File: config.mk
export PLATFORM = sky130hd
export DESIGN_NAME = branch_predictor_flat
export DESIGN_NICKNAME = d
export VERILOG_FILES = /design/src/rtl/bpred_pkg.sv /design/src/rtl/branch_predictor_if.sv /design/src/rtl/bpred_btb.sv /design/src/rtl/branch_predictor.sv /design/src/flat_wrapper.sv
export SDC_FILE = /design/constraint.sdc
export NUM_CORES = 1
export LEC_CHECK = 0
export CAP_MARGIN = 5
export CORE_ASPECT_RATIO = 1.5
export CORE_MARGIN = 5
export CORE_UTILIZATION = 45
export DETAILED_ROUTE_END_ITERATION = 6
export SLEW_MARGIN = 15
export SYNTH_ARGS = -nofsm -noshare
export SYNTH_HDL_FRONTEND = slang
export SYNTH_SLANG_ARGS = --single-unit
File: constraint.sdc
create_clock -name clk -period 5.7 [get_ports clk]
set_clock_uncertainty 0.1 [all_clocks]
set_input_delay 0.57 -clock clk [delete_from_list [all_inputs] [get_ports clk]]
set_output_delay 0.57 -clock clk [all_outputs]
set_load 0.05 [all_outputs]
File: src/rtl/bpred_pkg.sv
// Shared types and geometry for the fetch-stage branch predictor.
//   ctr_t        2-bit saturating direction counter (SNT/WNT predict not-taken, WT/ST taken)
//   btb_entry_t  one BTB entry {valid, tag, target, ctr}
//   tag_width / num_entries derive the BTB geometry from IDX_BITS
package bpred_pkg;

  function automatic int unsigned tag_width(int unsigned xlen, int unsigned idx_bits);
    // Two low PC bits are dropped: instructions are word aligned.
    return xlen - idx_bits - 2;
  endfunction

  function automatic int unsigned num_entries(int unsigned idx_bits);
    return 2 ** idx_bits;
  endfunction

  localparam int unsigned XLEN        = 32;
  localparam int unsigned IDX_BITS    = 4;
  localparam int unsigned TAG_BITS    = tag_width(XLEN, IDX_BITS);
  localparam int unsigned NUM_ENTRIES = num_entries(IDX_BITS);

  typedef logic [XLEN-1:0]     addr_t;
  typedef logic [IDX_BITS-1:0] idx_t;
  typedef logic [TAG_BITS-1:0] tag_t;

  typedef enum logic [1:0] {
    SNT = 2'b00,
    WNT = 2'b01,
    WT  = 2'b10,
    ST  = 2'b11
  } ctr_t;

  typedef struct packed {
    logic  valid;
    tag_t  tag;
    addr_t target;
    ctr_t  ctr;
  } btb_entry_t;

  function automatic ctr_t ctr_inc(ctr_t c);
    ctr_t n;
    unique case (c)
      SNT:     n = WNT;
      WNT:     n = WT;
      default: n = ST;
    endcase
    return n;
  endfunction

  function automatic ctr_t ctr_dec(ctr_t c);
    ctr_t n;
    unique case (c)
      ST:      n = WT;
      WT:      n = WNT;
      default: n = SNT;
    endcase
    return n;
  endfunction

endpackage

File: src/rtl/branch_predictor_if.sv
// Signal bundle between the pipeline and the branch predictor.
//   master: pipeline side (drives fetch PC, stage controls, E-stage resolution)
//   slave:  predictor side (drives F prediction and E mispredict/redirect)
interface branch_predictor_if;
  import bpred_pkg::*;

  // F stage
  addr_t PCF;
  logic  PredTakenF;
  addr_t PredTargetF;
  // stage controls
  logic  StallD;
  logic  FlushD;
  logic  FlushE;
  // E stage resolution
  addr_t PCE;
  logic  BranchE;
  logic  JumpE;
  logic  RVPCSrcE;
  addr_t PCTargetE;
  logic  MispredictE;
  addr_t RedirectE;

  modport master (
    output PCF, StallD, FlushD, FlushE, PCE, BranchE, JumpE, RVPCSrcE, PCTargetE,
    input  PredTakenF, PredTargetF, MispredictE, RedirectE
  );

  modport slave (
    input  PCF, StallD, FlushD, FlushE, PCE, BranchE, JumpE, RVPCSrcE, PCTargetE,
    output PredTakenF, PredTargetF, MispredictE, RedirectE
  );

endinterface

File: src/rtl/bpred_btb.sv
// Direct-mapped branch target buffer storage.
//   clk, reset   clock, synchronous active-high reset (clears valid, counters to WNT)
//   rd_idx_f     F-stage lookup index      -> rd_entry_f (asynchronous)
//   rd_idx_e     E-stage training index    -> rd_entry_e (asynchronous)
//   we/wr_idx/wr_entry  single synchronous write port driven from E
// A same-cycle read and write of one index returns the old contents.
module bpred_btb
  import bpred_pkg::*;
(
  input  logic       clk,
  input  logic       reset,
  input  idx_t       rd_idx_f,
  output btb_entry_t rd_entry_f,
  input  idx_t       rd_idx_e,
  output btb_entry_t rd_entry_e,
  input  logic       we,
  input  idx_t       wr_idx,
  input  btb_entry_t wr_entry
);

  btb_entry_t mem_q [NUM_ENTRIES];

  // Tags and targets are left unreset; an invalid entry never produces a prediction.
  always_ff @(posedge clk) begin
    if (reset) begin
      for (int i = 0; i < NUM_ENTRIES; i++) begin
        mem_q[i].valid <= 1'b0;
        mem_q[i].ctr   <= WNT;
      end
    end else if (we) begin
      mem_q[wr_idx] <= wr_entry;
    end
  end

  assign rd_entry_f = mem_q[rd_idx_f];
  assign rd_entry_e = mem_q[rd_idx_e];

endmodule

File: src/rtl/branch_predictor.sv
// Fetch-stage dynamic branch predictor: BTB lookup in F, prediction carried F->D->E,
// mispredict detection against the E-stage resolution, and BTB training from E.
//   clk, reset  clock, synchronous active-high reset
//   bp          branch_predictor_if.slave (see interface for signal list)
// Parameter CTR_INIT: counter value given to a newly allocated conditional branch.
module branch_predictor
  import bpred_pkg::*;
#(
  parameter ctr_t CTR_INIT = WT
) (
  input logic               clk,
  input logic               reset,
  branch_predictor_if.slave bp
);

  idx_t       idx_f, idx_e;
  tag_t       tag_f, tag_e;
  btb_entry_t ent_f, ent_e;
  logic       hit_f, hit_e;
  logic       unused_pcf_lsb;

  logic       we;
  btb_entry_t wr_entry;

  logic       d_taken_q, e_taken_q;
  addr_t      d_target_q, e_target_q;

  logic       mispredict;
  addr_t      redirect;
  addr_t      pce_plus4;

  assign idx_f          = bp.PCF[IDX_BITS+1:2];
  assign tag_f          = bp.PCF[XLEN-1:IDX_BITS+2];
  assign idx_e          = bp.PCE[IDX_BITS+1:2];
  assign tag_e          = bp.PCE[XLEN-1:IDX_BITS+2];
  assign unused_pcf_lsb = ^bp.PCF[1:0];

  bpred_btb u_btb (
    .clk        (clk),
    .reset      (reset),
    .rd_idx_f   (idx_f),
    .rd_entry_f (ent_f),
    .rd_idx_e   (idx_e),
    .rd_entry_e (ent_e),
    .we         (we),
    .wr_idx     (idx_e),
    .wr_entry   (wr_entry)
  );

  // F lookup
  assign hit_f          = ent_f.valid && (ent_f.tag == tag_f);
  assign bp.PredTakenF  = hit_f && (ent_f.ctr inside {WT, ST});
  assign bp.PredTargetF = hit_f ? ent_f.target : '0;

  // F->D->E prediction pipeline; FlushD takes priority over StallD.
  always_ff @(posedge clk) begin
    if (reset) begin
      d_taken_q  <= 1'b0;
      d_target_q <= '0;
      e_taken_q  <= 1'b0;
      e_target_q <= '0;
    end else begin
      if (bp.FlushD) begin
        d_taken_q  <= 1'b0;
        d_target_q <= '0;
      end else if (!bp.StallD) begin
        d_taken_q  <= bp.PredTakenF;
        d_target_q <= bp.PredTargetF;
      end
      if (bp.FlushE) begin
        e_taken_q  <= 1'b0;
        e_target_q <= '0;
      end else begin
        e_taken_q  <= d_taken_q;
        e_target_q <= d_target_q;
      end
    end
  end

  // E-stage mispredict check
  assign pce_plus4 = bp.PCE + addr_t'(4);

  always_comb begin
    mispredict = 1'b0;
    redirect   = pce_plus4;
    if (bp.BranchE || bp.JumpE) begin
      mispredict = (e_taken_q != bp.RVPCSrcE) ||
                   (e_taken_q && bp.RVPCSrcE && (e_target_q != bp.PCTargetE));
      if (bp.RVPCSrcE) begin
        redirect = bp.PCTargetE;
      end
    end else if (e_taken_q) begin
      // A non-control instruction aliased onto a taken BTB entry.
      mispredict = 1'b1;
    end
  end

  assign bp.MispredictE = mispredict;
  assign bp.RedirectE   = redirect;

  // BTB training. A flushed E slot reaches here as BranchE=JumpE=0 from the pipeline.
  assign hit_e = ent_e.valid && (ent_e.tag == tag_e);

  always_comb begin
    we       = 1'b0;
    wr_entry = ent_e;
    if (bp.BranchE || bp.JumpE) begin
      if (hit_e) begin
        we = 1'b1;
        if (bp.JumpE) begin
          wr_entry.ctr    = ST;
          wr_entry.target = bp.PCTargetE;
        end else if (bp.RVPCSrcE) begin
          wr_entry.ctr    = ctr_inc(ent_e.ctr);
          wr_entry.target = bp.PCTargetE;
        end else begin
          wr_entry.ctr    = ctr_dec(ent_e.ctr);
        end
      end else if (bp.RVPCSrcE) begin
        we       = 1'b1;
        wr_entry = '{valid: 1'b1, tag: tag_e, target: bp.PCTargetE,
                     ctr: (bp.JumpE ? ST : CTR_INIT)};
      end
    end else if (e_taken_q && hit_e) begin
      we             = 1'b1;
      wr_entry.valid = 1'b0;
    end
  end

endmodule

File: src/flat_wrapper.sv
// flat-port wrapper written by rule: the top's interface ports become plain ports
module branch_predictor_flat import bpred_pkg::*;
#(
  parameter ctr_t CTR_INIT = WT
)
  (clk, reset, bp_PCF, bp_StallD, bp_FlushD, bp_FlushE, bp_PCE, bp_BranchE, bp_JumpE, bp_RVPCSrcE, bp_PCTargetE, bp_PredTakenF, bp_PredTargetF, bp_MispredictE, bp_RedirectE);
  branch_predictor_if bp_i ();
  input logic clk;
  input logic reset;
  input wire logic [$bits(bp_i.PCF)-1:0] bp_PCF;
  input wire logic [$bits(bp_i.StallD)-1:0] bp_StallD;
  input wire logic [$bits(bp_i.FlushD)-1:0] bp_FlushD;
  input wire logic [$bits(bp_i.FlushE)-1:0] bp_FlushE;
  input wire logic [$bits(bp_i.PCE)-1:0] bp_PCE;
  input wire logic [$bits(bp_i.BranchE)-1:0] bp_BranchE;
  input wire logic [$bits(bp_i.JumpE)-1:0] bp_JumpE;
  input wire logic [$bits(bp_i.RVPCSrcE)-1:0] bp_RVPCSrcE;
  input wire logic [$bits(bp_i.PCTargetE)-1:0] bp_PCTargetE;
  output wire logic [$bits(bp_i.PredTakenF)-1:0] bp_PredTakenF;
  output wire logic [$bits(bp_i.PredTargetF)-1:0] bp_PredTargetF;
  output wire logic [$bits(bp_i.MispredictE)-1:0] bp_MispredictE;
  output wire logic [$bits(bp_i.RedirectE)-1:0] bp_RedirectE;
  assign bp_i.PCF = bp_PCF;
  assign bp_i.StallD = bp_StallD;
  assign bp_i.FlushD = bp_FlushD;
  assign bp_i.FlushE = bp_FlushE;
  assign bp_i.PCE = bp_PCE;
  assign bp_i.BranchE = bp_BranchE;
  assign bp_i.JumpE = bp_JumpE;
  assign bp_i.RVPCSrcE = bp_RVPCSrcE;
  assign bp_i.PCTargetE = bp_PCTargetE;
  assign bp_PredTakenF = bp_i.PredTakenF;
  assign bp_PredTargetF = bp_i.PredTargetF;
  assign bp_MispredictE = bp_i.MispredictE;
  assign bp_RedirectE = bp_i.RedirectE;
  branch_predictor #(.CTR_INIT(CTR_INIT)) u_core (.clk(clk), .reset(reset), .bp(bp_i));
endmodule
==> results.sh <==
export IMPL_async_reset_ff_share_pct=0
export IMPL_dr_total_vias=30370
export IMPL_syn_instance_count=2834
export IMPL_first_pass_iters=6
export IMPL_synth_edf_count=976
export IMPL_critPathKind="in2out"
export IMPL_finish_utilization_pct=52.75
export IMPL_grt_max_degree=81
export IMPL_cp_data_required_time_ns=5.03
export IMPL_max_stage_delay_ns=0.71
export IMPL_yosysWarningCount=0
export IMPL_min_path_type="reg2reg"
export IMPL_drcViolationCount=0
export IMPL_antenna_found_initial=6
export IMPL_cp_cell_sequence="clkdlybuf4s50_1 > nand3_1 > nor3_1 > and3_1 > or3b_2 > or2_2 > nor2_1 > nand2_1 > xor2_1 > o21ai_0 > buf_12"
export IMPL_postCtsSetupRepairBufs=0
export IMPL_grt_pass1_vias=31870
export IMPL_cap_violations=0
export IMPL_relSlewSlack_pct=23.01
export IMPL_leakagePower_nw=19.02
export IMPL_fin_crit_sh_pct=92.64
export IMPL_ys_types=80
export IMPL_final_antenna_net_count=0
export IMPL_clkSinkCount=1042
export IMPL_die_y_um=421.0
export IMPL_drt_wl_total_mm=162.3
export IMPL_setup_viol=0
export IMPL_rows=150
export IMPL_netlist_top_cells_area="edfxtp_1, mux4_2, dfxtp_1"
export IMPL_dp_hpwl_mm=106.6
export IMPL_status="finished, final reports clean"
export IMPL_avgSynthCellArea_um2=17.89
export IMPL_min_period_ns=5.280
export IMPL_powerDensity_nw_per_um2=294.8
export IMPL_cts_hold_repair_buffers=0
export IMPL_clock_latency_ns=0.71
export IMPL_ys_seq_area_share_pct=60.43
export IMPL_gp_congestion=0.9661
export IMPL_dieArea_um2=119600
export IMPL_clk_pin_slew_worst_paths_ns=0.06
export IMPL_ir_drop_mv=0.2390
export IMPL_fin_tns_setup_ns=0
export IMPL_drive_above_1_share_pct=32.75
export IMPL_worst_pin_slew_ns=1.155
export IMPL_viasPerCell=6.616
export IMPL_crit_slowest_cell="clkdlybuf4s50_1"
export IMPL_synth_area_um2=50690
export IMPL_drt_initial_drc_count=3466
export IMPL_cts_buffers=101
export IMPL_port_buffers=167
export IMPL_grt_overflow=0
export IMPL_cp_data_arrival_time_ns=4.61
export IMPL_area_delta_synth_final_pct=16.21
export IMPL_rsz0062_at_grt="no"
export IMPL_die_x_um=284.0
export IMPL_wire_per_inst_um=35.35
export IMPL_slew_violations=0
export IMPL_hold_viol=0
export IMPL_nets=3169
export IMPL_ys_flop_type="edfxtp_1"
export IMPL_start_util_pct=45.39
export IMPL_fillCellCount=8881
export IMPL_grt_pass1_wl_mm=230.7
export IMPL_netlist_area_leader_share_pct=57.82
export IMPL_htree_levels=3
export IMPL_core_um2=111700
export IMPL_grt_usage_pct=26.67
export IMPL_cp_max_fo=6
export IMPL_pin_count=170
export IMPL_clockBufferDepth=3
export IMPL_cts_resized=0
export IMPL_synth_common_cells="edfxtp_1, mux4_2, nand2_1"
export IMPL_synthesis_nets=2943
export IMPL_synth_most_common_cell="edfxtp_1"
export IMPL_cts_tree="built"
export IMPL_startpoint_type="primary input"
export IMPL_synth_seq_cells=1042
export IMPL_max_freq_ghz=0.1894
export IMPL_worstSetupEndpointType="output port"
export IMPL_cts_root_buf="clkbuf_16"
export IMPL_synth_top_area_cell="edfxtp_1"
[layout make-up]
type / instances / area, um2 / share of cell area [%]
clock buffer: 120 / 2619 / 4.446
inverter: 38 / 185.2 / 0.3144
antenna: 4 / 10.01 / 0.01699
timing repair buffer: 340 / 4013 / 6.812
multi-input combinational: 1537 / 18900 / 32.09
clock inverter: 65 / 734.5 / 1.247
tap: 1444 / 1807 / 3.067
sequential: 1042 / 30630 / 52.00
[worst max-delay path, delay by kind of cell]
kind / cells / cell delay [ns]
AO/OA/AOI/OAI: 1 / 0.28
XOR/XNOR: 1 / 0.56
buffers and inverters: 2 / 0.93
AND/OR/NAND/NOR: 7 / 2.25
[cell families after synthesis]
group | share of synthesized area, %
flops | 60.43
buf+inv | 2.348
xor+xnor | 1.849
mux | 27.73
fa+ha+maj | 0.1432
simple gates | 4.399
compound gates | 3.100
[final timing paths]
check                         endpoint  depth (start not counted)  slack [ns]                      start
max                   bp_RedirectE[29]                         11        0.42                  bp_PCE[7]
min              u_core.d_target_q[11]                          2        0.34      u_core.d_target_q[11]
max reg2reg  u_core.u_btb.mem_q[0][59]                         11        1.19  u_core.u_btb.mem_q[0][57]
min reg2reg      u_core.d_target_q[11]                          2        0.34      u_core.d_target_q[11]
[power breakdown]
part | switching (mW) | total, mW | internal, mW
sequential | 0.0204 | 8.57 | 8.55
combinational | 1.16 | 1.90 | 0.744
clock | 2.98 | 6.90 | 3.92
total | 4.15 | 17.4 | 13.2
[metal layers]
layer	vias to the layer above	track usage, %	wire length [um]
met5	-	0	27
met4	4	10.30	6982
met3	320	4.100	12740
met2	1627	46.01	82080
met1	16210	34.26	60440
li1	12200	-	-
[state kept, by name, summed over array words and instances (netlist names)]
name                count
u_core.u_btb.mem_q    976
u_core.e_target_q      32
u_core.e_taken_q        1
u_core.d_target_q      32
u_core.d_taken_q        1
[per-stage QoR]
stage | setup WS (ns) | instances | power (mW) | hold WS, ns | cell area [um2]
CTS | 0.5541 | 4586 | 17.48 | 0.3429 | 58890
detailed placement | 0.4501 | 4401 | 10.63 | 0.3373 | 55540
global placement | 0.5224 | 4401 | 10.58 | 0.3317 | 55540
global route | 0.3779 | 4586 | 17.87 | 0.3580 | 58890
finish | 0.4195 | 4590 | 17.37 | 0.3438 | 58900
floorplan | 0.7230 | 2834 | 9.905 | 0.3167 | 50690
[cells in the final DEF (no fill, tap or decap), types with 6 or more instances in the layout]
master / count
mux4_1: 6
nand2_1: 170
nor2_1: 95
nor4_1: 15
nor3_1: 35
buf_4: 130
clkinv_2: 13
a21oi_1: 20
dfxtp_1: 66
a2111oi_0: 15
inv_1: 18
mux2i_1: 105
bufinv_16: 14
mux2_2: 80
clkbuf_1: 17
inv_4: 17
nand3_1: 18
a31oi_1: 9
o22ai_1: 9
o21ai_1: 31
a211o_1: 21
a22oi_1: 16
nand4_1: 21
nand2b_1: 22
clkbuf_16: 101
nand3_2: 10
xnor2_1: 49
edfxtp_1: 976
o21ai_0: 78
clkinv_1: 25
mux4_2: 528
buf_12: 91
and2_1: 34
clkdlybuf4s50_1: 114
xor2_1: 58
and3_1: 10
clkinvlp_4: 7
Power figures use the tool's default switching activity.
